[config.mk]
export PLATFORM = sky130hd
export DESIGN_NAME = pc_ras_ctrl
export DESIGN_NICKNAME = d
export VERILOG_FILES = /design/src/rtl/pc_ras_ctrl_pkg.sv /design/src/rtl/pc_ras_ctrl_ras_stack.sv /design/src/rtl/pc_ras_ctrl.sv
export SDC_FILE = /design/constraint.sdc
export NUM_CORES = 1
export LEC_CHECK = 0
export BUFFER_PORTS_ARGS = -buffer_cell sky130_fd_sc_hd__buf_2
export CAP_MARGIN = 0
export CORE_UTILIZATION = 55
export CTS_BUF_LIST = sky130_fd_sc_hd__clkbuf_8
export DETAILED_ROUTE_END_ITERATION = 12
export GPL_ROUTABILITY_DRIVEN = 1
export HOLD_SLACK_MARGIN = 0.08
export PLACE_DENSITY_LB_ADDON = 0.15
export RECOVER_POWER = 50
export SLEW_MARGIN = 20
export SYNTH_ARGS = -nofsm -noshare
export SYNTH_HDL_FRONTEND = slang
export SYNTH_SLANG_ARGS = --single-unit
export TNS_END_PERCENT = 10
[constraint.sdc]
create_clock -name clk -period 4.8 [get_ports clk]
set_clock_uncertainty 0.05 [all_clocks]
set_input_delay 0.24 -clock clk [delete_from_list [all_inputs] [get_ports clk]]
set_output_delay 0.24 -clock clk [all_outputs]
set_load 0.02 [all_outputs]
[src/rtl/pc_ras_ctrl_pkg.sv]
// Shared constants and request encoding for the fetch-stage PC / return-address stack.
// Decode and pc_ras_ctrl both use these so the two sides agree on request priority.
package pc_ras_ctrl_pkg;

  localparam int PC_W_DEF  = 7;
  localparam int DEPTH_DEF = 4;
  localparam int RESET_PC  = 0;

  typedef enum logic [1:0] {
    REQ_SEQ  = 2'd0,
    REQ_BR   = 2'd1,
    REQ_CALL = 2'd2,
    REQ_RET  = 2'd3
  } req_e;

  // Resolve simultaneous requests: return beats call, call beats branch.
  function automatic req_e decode_req(input logic ret_en, input logic call_en,
                                      input logic branch_en);
    if (ret_en)         return REQ_RET;
    else if (call_en)   return REQ_CALL;
    else if (branch_en) return REQ_BR;
    else                return REQ_SEQ;
  endfunction

endpackage

[src/rtl/pc_ras_ctrl_ras_stack.sv]
// Circular return-address stack: when full, a push overwrites the oldest entry.
// Overflow and underflow are single-cycle pulses; the sticky flag lives in the parent.
module ras_stack
  import pc_ras_ctrl_pkg::*;
#(
  parameter int PC_W  = PC_W_DEF,
  parameter int DEPTH = DEPTH_DEF,
  localparam int PTR_W = $clog2(DEPTH),
  localparam int CNT_W = PTR_W + 1
) (
  input  logic             clk,
  input  logic             rst_n,
  input  logic             push,
  input  logic             pop,
  input  logic [PC_W-1:0]  push_data,
  output logic [PC_W-1:0]  top_data,
  output logic [CNT_W-1:0] count,
  output logic             full,
  output logic             empty,
  output logic             overflow,
  output logic             underflow
);

  localparam logic [CNT_W-1:0] FULL_CNT = CNT_W'(DEPTH);

  logic [PC_W-1:0]  mem [DEPTH];
  logic [PTR_W-1:0] ptr_q, ptr_d;
  logic [CNT_W-1:0] cnt_q, cnt_d;

  // ptr_q is the next free slot; the top entry sits one below it.
  assign top_data  = mem[ptr_q - PTR_W'(1)];
  assign count     = cnt_q;
  assign full      = (cnt_q == FULL_CNT);
  assign empty     = (cnt_q == '0);
  assign overflow  = push & full;
  assign underflow = pop & empty;

  always_comb begin
    // NOTE: defaults first so every path assigns every output; no latch can form.
    ptr_d = ptr_q;
    cnt_d = cnt_q;
    if (push) begin
      ptr_d = ptr_q + PTR_W'(1);
      if (!full) cnt_d = cnt_q + CNT_W'(1);
    end else if (pop && !empty) begin
      ptr_d = ptr_q - PTR_W'(1);
      cnt_d = cnt_q - CNT_W'(1);
    end
  end

  always_ff @(posedge clk) begin
    if (!rst_n) begin
      ptr_q <= '0;
      cnt_q <= '0;
    end else begin
      // NOTE: state flops take non-blocking assignments so all see pre-edge values.
      ptr_q <= ptr_d;
      cnt_q <= cnt_d;
    end
  end

  // NOTE: entries are never reset; cnt_q alone decides which entries are valid.
  always_ff @(posedge clk) begin
    if (push) mem[ptr_q] <= push_data;
  end

endmodule

[src/rtl/pc_ras_ctrl.sv]
// Fetch PC register with sequential/branch/call/return selection feeding a return-address stack.
// Holds the +1 incrementer, the priority mux and the sticky stack-error flag.
module pc_ras_ctrl
  import pc_ras_ctrl_pkg::*;
#(
  parameter int PC_W  = PC_W_DEF,
  parameter int DEPTH = DEPTH_DEF,
  localparam int CNT_W = $clog2(DEPTH) + 1
) (
  input  logic             clk,
  input  logic             rst_n,
  input  logic             stall,
  input  logic             branch_en,
  input  logic [PC_W-1:0]  branch_target,
  input  logic             call_en,
  input  logic [PC_W-1:0]  call_target,
  input  logic             ret_en,
  output logic [PC_W-1:0]  pc,
  output logic [CNT_W-1:0] ras_count,
  output logic             ras_empty,
  output logic             ras_full,
  output logic             ras_err
);

  logic [PC_W-1:0] pc_q, pc_d, pc_inc, ras_top;
  logic            err_q, err_d;
  logic            push, pop, overflow, underflow;
  req_e            req;

  ras_stack #(.PC_W(PC_W), .DEPTH(DEPTH)) u_ras (
    .clk       (clk),
    .rst_n     (rst_n),
    .push      (push),
    .pop       (pop),
    .push_data (pc_inc),
    .top_data  (ras_top),
    .count     (ras_count),
    .full      (ras_full),
    .empty     (ras_empty),
    .overflow  (overflow),
    .underflow (underflow)
  );

  assign pc_inc = pc_q + PC_W'(1);
  assign req    = decode_req(ret_en, call_en, branch_en);

  always_comb begin
    pc_d = pc_q;
    push = 1'b0;
    pop  = 1'b0;
    if (!stall) begin
      unique case (req)
        // An empty-stack return degrades to a sequential step.
        REQ_RET: begin
          pop  = 1'b1;
          pc_d = ras_empty ? pc_inc : ras_top;
        end
        REQ_CALL: begin
          push = 1'b1;
          pc_d = call_target;
        end
        REQ_BR:  pc_d = branch_target;
        default: pc_d = pc_inc;
      endcase
    end
    err_d = err_q | overflow | underflow;
  end

  always_ff @(posedge clk) begin
    if (!rst_n) begin
      pc_q  <= PC_W'(RESET_PC);
      err_q <= 1'b0;
    end else begin
      pc_q  <= pc_d;
      err_q <= err_d;
    end
  end

  assign pc      = pc_q;
  assign ras_err = err_q;

endmodule

[Word level (Yosys, flattened, before mapping)]
Memories as Yosys holds them, arrays and structs flattened.
Index checks and enable logic that the tools add are counted.
Cells by class
  add/subtract/negate cells: 5
  equality and inequality tests: 5
  muxes and demuxes: 16
  bitwise gates (word level): 4
  reduce and logical (&&, ||, !) cells: 5
Operator list (number)
  one-hot mux 7 bit (3 select lines): 1
  2-to-1 mux 3 bit: 3
  2-to-1 mux 2 bit: 4
  adder 7 x 1 -> 7 bit (second input constant): 1
  2-to-1 mux 1 bit: 7
  2-to-1 mux 7 bit: 1
  equality test 2 bit (second input constant): 2
  adder 3 x 1 -> 3 bit (second input constant): 1
  equality test 3 bit (second input constant): 1
  zero test 3 bit: 1
  subtractor 3 x 1 -> 3 bit (second input constant): 1
  adder 2 x 1 -> 2 bit (second input constant): 1
  bitwise AND 1 bit: 2
  equality test 2 x 1 -> 1 bit (second input constant): 1
  inequality test 2 bit (second input constant): 1
  OR 1 bit: 2
  AND reduction 2 bit: 1
  nonzero test 2 bit: 1
  subtractor 2 x 1 -> 2 bit (second input constant): 1
  logical AND 1 bit: 1
  zero test 1 bit: 1
Storage, ports and cells
  flip-flop bits (word level): 13
  bits in writable memories: 28
  word-level logic and storage cells: 40
  memories: 1
Memories
  u_ras.mem: depth 4, width 7, rd ports 1, clocked after memory_dff 0, write ports 1, line pc_ras_ctrl_ras_stack.sv:26  | logic [PC_W-1:0] mem [DEPTH];

[Depth between registers and ports, before layout]
Gate-level depths: netlist (run 1).
  word-level depth: 9
  mapped depth: 8
  mapped depth without buffers: 6

[Modules after synthesis]
Synthesis (run 1) repeated with hierarchy kept, for this count alone.
Second synthesis, totals
  cell total of the unflattened synthesis: 176
  area total of the unflattened synthesis: 2079.5 um^2
By module, submodules not included
  ras_stack: times used 1, cells each 89, area each 1421.4 um^2, sequential area each 940.9 um^2
  pc_ras_ctrl: times used 1, cells each 87, area each 658.1 um^2, sequential area each 160.2 um^2

[Worst setup path after synthesis (run 1)]
No wires, ideal clock.
  path kind: flip-flop to flip-flop
  start: register u_ras.ptr_q[0]
  end: register pc_q[1] (netlist: pc[1])
  library setup time: 0.121 ns
  data arrival time: 1.894 ns
  path slack: 2.734 ns
  cell stages (with the launch flop): 9
  period minus slack after synthesis: 2.066 ns
  cell sequence: dfxtp_1 -> buf_6 -> inv_1 -> ha_1 -> clkbuf_1 -> mux4_1 -> nand3_1 -> o311ai_0 -> a2bb2o_1
Between the ends
  cells in the longest elaborated chain, start to end: 4
RTL lines
  start, declared: line pc_ras_ctrl_ras_stack.sv:27  | logic [PTR_W-1:0] ptr_q, ptr_d;
  start signal, assigned: line pc_ras_ctrl_ras_stack.sv:57  | ptr_q <= ptr_d;
  subtractor 2 x 1 -> 2 bit: line pc_ras_ctrl_ras_stack.sv:31  | assign top_data = mem[ptr_q - PTR_W'(1)];
  memory (4 x 7 bit)
  2-to-1 mux 7 bit: line pc_ras_ctrl.sv:56  | pc_d = ras_empty ? pc_inc : ras_top;
  one-hot mux 7 bit (3 select lines): line pc_ras_ctrl.sv:52  | unique case (req)
  end signal, assigned: line pc_ras_ctrl.sv:71  | pc_q <= PC_W'(RESET_PC);
  end signal, assigned: line pc_ras_ctrl.sv:74  | pc_q <= pc_d;
  end, declared: line pc_ras_ctrl.sv:25  | logic [PC_W-1:0] pc_q, pc_d, pc_inc, ras_top;
No other way between the ends.
A chain may end at the register's enable or synchronous reset.

[Final worst setup path (run 1)]
Ends and elaborated chain as after synthesis.

==> results.json, run 1 <==
{
  "use_met1_pct": 33.0,
  "clock-sinks": 41,
  "p_leak_nw": 0.838,
  "ff2ff_path_depth": 6,
  "cts-root-buf": "clkbuf_8",
  "dieArea_um2": 4010,
  "dieHeight_um": 63.3,
  "vias_per_cell": 6.03,
  "firstDrtPassIters": 5,
  "rows": 21,
  "ctsResizeCount": 0,
  "async_flop_share_pct": 0,
  "wl_per_cell_um": 17.1,
  "end_kind": "flop",
  "hold_viol": 0,
  "ios": 33,
  "synthAdderAreaFrac_pct": 3.63,
  "hold_path.startpoint": "rst_n",
  "clk-insertion-delay-late_ns": 0.29,
  "clockBufferDepth": 2,
  "rsz0062_at_grt": "no",
  "multiInputGateArea_um2": 895,
  "place_hpwl_um": 3170,
  "drc": 0,
  "ant_nets": 0,
  "met3_usage_pct": 5.25,
  "min_period_ns": 2.38,
  "setup_viol": 0,
  "synthTopCellsByArea": "edfxtp_1 41%, dfxtp_1 13%, mux4_2 6.5%",
  "outcome": "finished clean",
  "drive_gt1_share_pct": 20.3,
  "cts_tree": "built",
  "grt_max_degree": 17,
  "synth_largest_area_cell": "edfxtp_1",
  "power.total_w": 0.000791,
  "core_um2": 3470,
  "register_area_um2": 1100,
  "synth-compound-area-share_pct": 14.1,
  "regToRegSetupSlack_ns": 2.42,
  "synth-simple-area-share_pct": 15.5,
  "r2r-start": "u_ras.ptr_q[0]",
  "dpl_cell_area_um2": 2240,
  "io_buffers": 32,
  "synth_mux_area_share_pct": 8.77,
  "nets": 233,
  "crit_fanout": 11,
  "synth_commonest_cells": "28 x edfxtp_1, 16 x nand2_1, 13 x dfxtp_1",
  "post-cts-setup-buffer-count": 0,
  "grt_pass1_wl_um": 7140,
  "hp-class": "in -> reg",
  "required_ns": 4.93,
  "drv_cap": 0,
  "htree_num_levels": 2,
  "top_usage_layer": "met2",
  "ys_types": 38,
  "ys_seq_elements": 41,
  "syn_avg_cell_area_um2": 11.8,
  "synth_top_family_by_area": "simple AND/OR/NAND/NOR gates",
  "fillers": 273,
  "r2r-end": "pc[1]",
  "synthXorXnorAreaFrac_pct": 1.27,
  "dieWidth_um": 63.3,
  "yosys_warnings": 0,
  "worstMarginPinSlew_ns": 0.650,
  "power.density_nw_per_um2": 342,
  "vias": 1526,
  "drt-initial-drc-count": 124,
  "synth_cells": 175,
  "period_share_pct": 49.7,
  "synth_top_area_share_pct": 40.7,
  "cts_made_buffers": 5,
  "grtUsageMet2_pct": 37.0,
  "drt-total-wl_um": 4340,
  "stdcell_area_um2": 2310,
  "synth_area_um2": 2070,
  "fmax_mhz": 419,
  "synth_edf_count": 28,
  "relSlewSlack_pct": 56.3,
  "antenna_found_initial": 0,
  "grt_use_total_pct": 23.8,
  "whs_ns": 0.271,
  "yosysMostFrequentCell": "edfxtp_1",
  "synthFlopType": "edfxtp_1",
  "whs_endpoint": "pc[2]",
  "start_kind": "flop",
  "diodes": 0,
  "syn2layout_area_growth_pct": 11.7,
  "floorplan.initialDensity_pct": 59.6,
  "synth_nets": 201,
  "yosysSeqAreaShare_pct": 53.2,
  "peakVddDrop_uv": 240,
  "ctsHoldBuffers": 0,
  "whs_path_depth": 3,
  "clk_pin_slew_ns": 0.08,
  "tns_ns": 0,
  "cp_data_arrival_time_ns": 2.52,
  "critical_path_class": "reg -> reg",
  "slew_violations": 0,
  "final.setup.worst_slack_ns": 2.42,
  "post-place-ws_ns": 2.40,
  "overflow": 0,
  "grt_pass1_vias": 1462,
  "gp_congestion": 0.896
}
[worst max path at each step]
stage,startpoint,to,slack [ns]
global placement,u_ras.ptr_q[0],pc[4],2.49
finish,u_ras.ptr_q[0],pc[1],2.42
floorplan,u_ras.ptr_q[0],pc[1],2.73
CTS,u_ras.ptr_q[0],pc[1],2.40
detailed placement,u_ras.ptr_q[0],pc[1],2.40
global route,u_ras.ptr_q[0],pc[1],2.25
[routing by layer]
layer	share of wire [%]	vias up
li1	-	733
met4	0.88	0
met1	47	739
met2	47	49
met5	0	-
met3	4.7	5
[worst max-delay path: stages, from the launching register on]
cell and delay (ns):
dfxtp_1 0.69, inv_1 0.14, ha_1 0.53, mux4_1 0.35
nand3_1 0.10, o311ai_0 0.12, a2bb2o_1 0.29
[flip-flops by register name, summed over array words and instances, names as in the netlist]
name         count
u_ras.mem       28
pc               7
u_ras.count      3
u_ras.ptr_q      2
ras_err          1
[cell type report]
cell class                      instances  area share [%]
Timing Repair Buffer                   32            6.34
Inverter                                8            1.30
Tap cell                               46            2.49
Clock inverter                          2           0.488
Multi-Input combinational cell        119            38.7
Sequential cell                        41            47.7
Clock buffer                            5            2.98
[cell usage in the layout (no fill, tap or decap), types with 8 or more instances in the layout]
master    synthesis  final
nand2_1          16     16
a21oi_1           9      9
clkbuf_1          4     11
or3_1             8      8
buf_2             1     21
dfxtp_1          13     13
edfxtp_1         28     28
inv_1             7      8
[where the power goes]
part / switching [W] / internal (W) / total (W)
Combinational: 0.0000940 / 0.0000651 / 0.000159
Clock: 0.000113 / 0.0000976 / 0.000210
Sequential: 0.0000218 / 0.000400 / 0.000421
Total: 0.000229 / 0.000562 / 0.000791
[stage by stage]
stage,instances,utilization [%]
global placement,246,64.7
detailed placement,246,64.7
finish,253,66.6
global route,253,66.6
CTS,253,67.0
floorplan,175,-
[cells by family (layout without fill, tap and decap cells)]
group | count (synthesis) | in the layout
AO/OA/AOI/OAI | 41 | 41
multiplexers | 9 | 9
flip-flops | 41 | 41
AND/OR/NAND/NOR | 60 | 60
buffers and inverters | 15 | 47
XOR/XNOR | 3 | 3
adder cells (fa/ha/maj) | 6 | 6
(Power assumes the default switching activity.)
==> inputs of run 2 (changes only) <==
--- a/config.mk
+++ b/config.mk
@@ -7,7 +7,7 @@
 export LEC_CHECK = 0
 export BUFFER_PORTS_ARGS = -buffer_cell sky130_fd_sc_hd__buf_2
 export CAP_MARGIN = 0
-export CORE_UTILIZATION = 55
+export CORE_UTILIZATION = 52
 export CTS_BUF_LIST = sky130_fd_sc_hd__clkbuf_8
 export DETAILED_ROUTE_END_ITERATION = 12
 export GPL_ROUTABILITY_DRIVEN = 1
==> constraint.sdc (replaced) <==
create_clock -name clk -period 2.15 [get_ports clk]
set_clock_uncertainty 0.05 [all_clocks]
set_input_delay 0.1075 -clock clk [delete_from_list [all_inputs] [get_ports clk]]
set_output_delay 0.1075 -clock clk [all_outputs]
set_load 0.02 [all_outputs]
==> run 2 against run 1 <==
  * Via count up 1.6%
  * Worst setup slack worse by 2.2 ns
  * Largest cell class unchanged
  * Maximum frequency up 25%
  * Highest routed layer unchanged
  * Die area up 5.6%
  * Sequential cell count unchanged
==> results.json, run 2 (synthesized netlist as in run 1, its figures left out) <==
{
  "worstMarginPinSlew_ns": 0.558,
  "setup_viol": 0,
  "clk-insertion-delay-late_ns": 0.30,
  "cts-root-buf": "clkbuf_8",
  "wl_per_cell_um": 16.8,
  "grt_max_degree": 17,
  "startpoint": "u_ras.ptr_q[1]",
  "post-place-ws_ns": 0.130,
  "diodes": 0,
  "required_ns": 2.29,
  "power.density_nw_per_um2": 810,
  "grt_pass1_vias": 1382,
  "ios": 33,
  "io_buffers": 32,
  "vias_per_cell": 5.97,
  "syn2layout_area_growth_pct": 14.7,
  "hp-class": "in -> reg",
  "dieHeight_um": 65.1,
  "dieArea_um2": 4230,
  "relSlewSlack_pct": 62.8,
  "final_cell_mix": "28 x edfxtp_1, 20 x buf_2, 16 x nand2_1",
  "largest_reg_flops": 28,
  "rows": 22,
  "core_um2": 3740,
  "drt-initial-drc-count": 164,
  "crit_fanout": 6,
  "cts_made_buffers": 5,
  "firstDrtPassIters": 6,
  "ctsHoldBuffers": 0,
  "overflow": 0,
  "nets": 237,
  "clk_pin_slew_ns": 0.08,
  "outcome": "finished clean",
  "end_kind": "flop",
  "clock-sinks": 41,
  "ctsResizeCount": 0,
  "critical_path_class": "reg -> reg",
  "antenna_found_initial": 0,
  "place_hpwl_um": 3230,
  "rsz0062_at_grt": "no",
  "r2r-start": "u_ras.ptr_q[1]",
  "dieWidth_um": 65.1,
  "start_kind": "flop",
  "cp_data_arrival_time_ns": 2.05,
  "final.setup.worst_slack_ns": 0.236,
  "regToRegSetupSlack_ns": 0.24,
  "top_register": "u_ras.mem",
  "clockBufferDepth": 2,
  "fmax_mhz": 522,
  "drv_cap": 0,
  "layout_commonest_cell": "edfxtp_1",
  "peakVddDrop_uv": 455,
  "slew_violations": 0,
  "grt_pass1_wl_um": 6840,
  "gp_congestion": 0.880,
  "hold_viol": 0,
  "min_period_ns": 1.91,
  "htree_num_levels": 2,
  "vias": 1551,
  "p_leak_nw": 0.874,
  "grt_use_total_pct": 22.8,
  "ant_nets": 0,
  "ff2ff_path_depth": 7,
  "drc": 0,
  "drt-total-wl_um": 4370,
  "r2r-end": "pc[4]",
  "crit_end": "pc[4]",
  "post-cts-setup-buffer-count": 0,
  "period_share_pct": 89.0,
  "tns_ns": 0,
  "cts_tree": "built",
  "drive_gt1_share_pct": 22.2,
  "floorplan.initialDensity_pct": 55.2
}
run 2: changes by cell type in the layout (fill, tap and decap cells not counted), sizes merged:
| cell | previous run | this run |
|---|---|---|
| buf | 21 | 24 |
| bufinv | 0 | 1 |
| clkbuf | 16 | 17 |
| clkinvlp | 1 | 0 |
| inv | 8 | 9 |
run 2: where the power goes:
group	internal, W	switching [W]	total, W
sequential	0.000892	0.0000361	0.000928
clock	0.000343	0.000265	0.000609
combinational	0.000157	0.000226	0.000383
run 2: metrics by stage:
| stage | total power (W) | utilization (%) | cells | area, um2 | hold WS (ns) |
|---|---|---|---|---|---|
| global route | 0.00200 | 63.4 | 260 | 2370 | 0.133 |
| floorplan | 0.00122 | - | 175 | 2070 | 0.213 |
| finish | 0.00192 | 63.4 | 260 | 2370 | 0.133 |
| CTS | 0.00194 | 63.8 | 260 | 2390 | 0.125 |
| detailed placement | 0.00133 | 60.8 | 252 | 2280 | 0.438 |
| global placement | 0.00132 | 60.8 | 252 | 2280 | 0.435 |
run 2: how the worst min path moves through the flow:
| stage | slack, ns | cells after the start | end | start |
|---|---|---|---|---|
| floorplan | 0.21 | 2 | u_ras.count[2] | rst_n |
| global placement | 0.43 | 3 | u_ras.count[2] | rst_n |
| detailed placement | 0.44 | 3 | pc[2] | rst_n |
| CTS | 0.13 | 3 | u_ras.ptr_q[1] | rst_n |
| global route | 0.13 | 2 | ras_err | rst_n |
| finish | 0.13 | 3 | u_ras.ptr_q[1] | rst_n |
run 2: area by class of cell:
class                   instances  area, um2
flip-flops and latches         41       1100
fillers                       309       1370
multi-input cells             119        895
repair buffers                 36        175
well taps                      48       60.1
clock inverters                 3       42.5
clock buffers                   5       68.8
inverters                       8       30.0
run 2: critical path, stage by stage, from the launching register on:
cell and delay (ns):
dfxtp_1 0.39, inv_1 0.08, ha_1 0.33, buf_4 0.18
mux4_2 0.29, nand2_1 0.08, a21oi_1 0.07, a211o_2 0.33
run 2: layer usage:
| layer | GRT usage (%) | wire length, um | part of all wire, % | vias up |
|---|---|---|---|---|
| li1 | - | - | - | 743 |
| met1 | 30.7 | 1970 | 45 | 737 |
| met2 | 35.5 | 2030 | 46 | 64 |
| met3 | 5.28 | 305 | 7.0 | 7 |
| met4 | 8.97 | 65 | 1.5 | 0 |
| met5 | 0 | 0 | 0 | - |
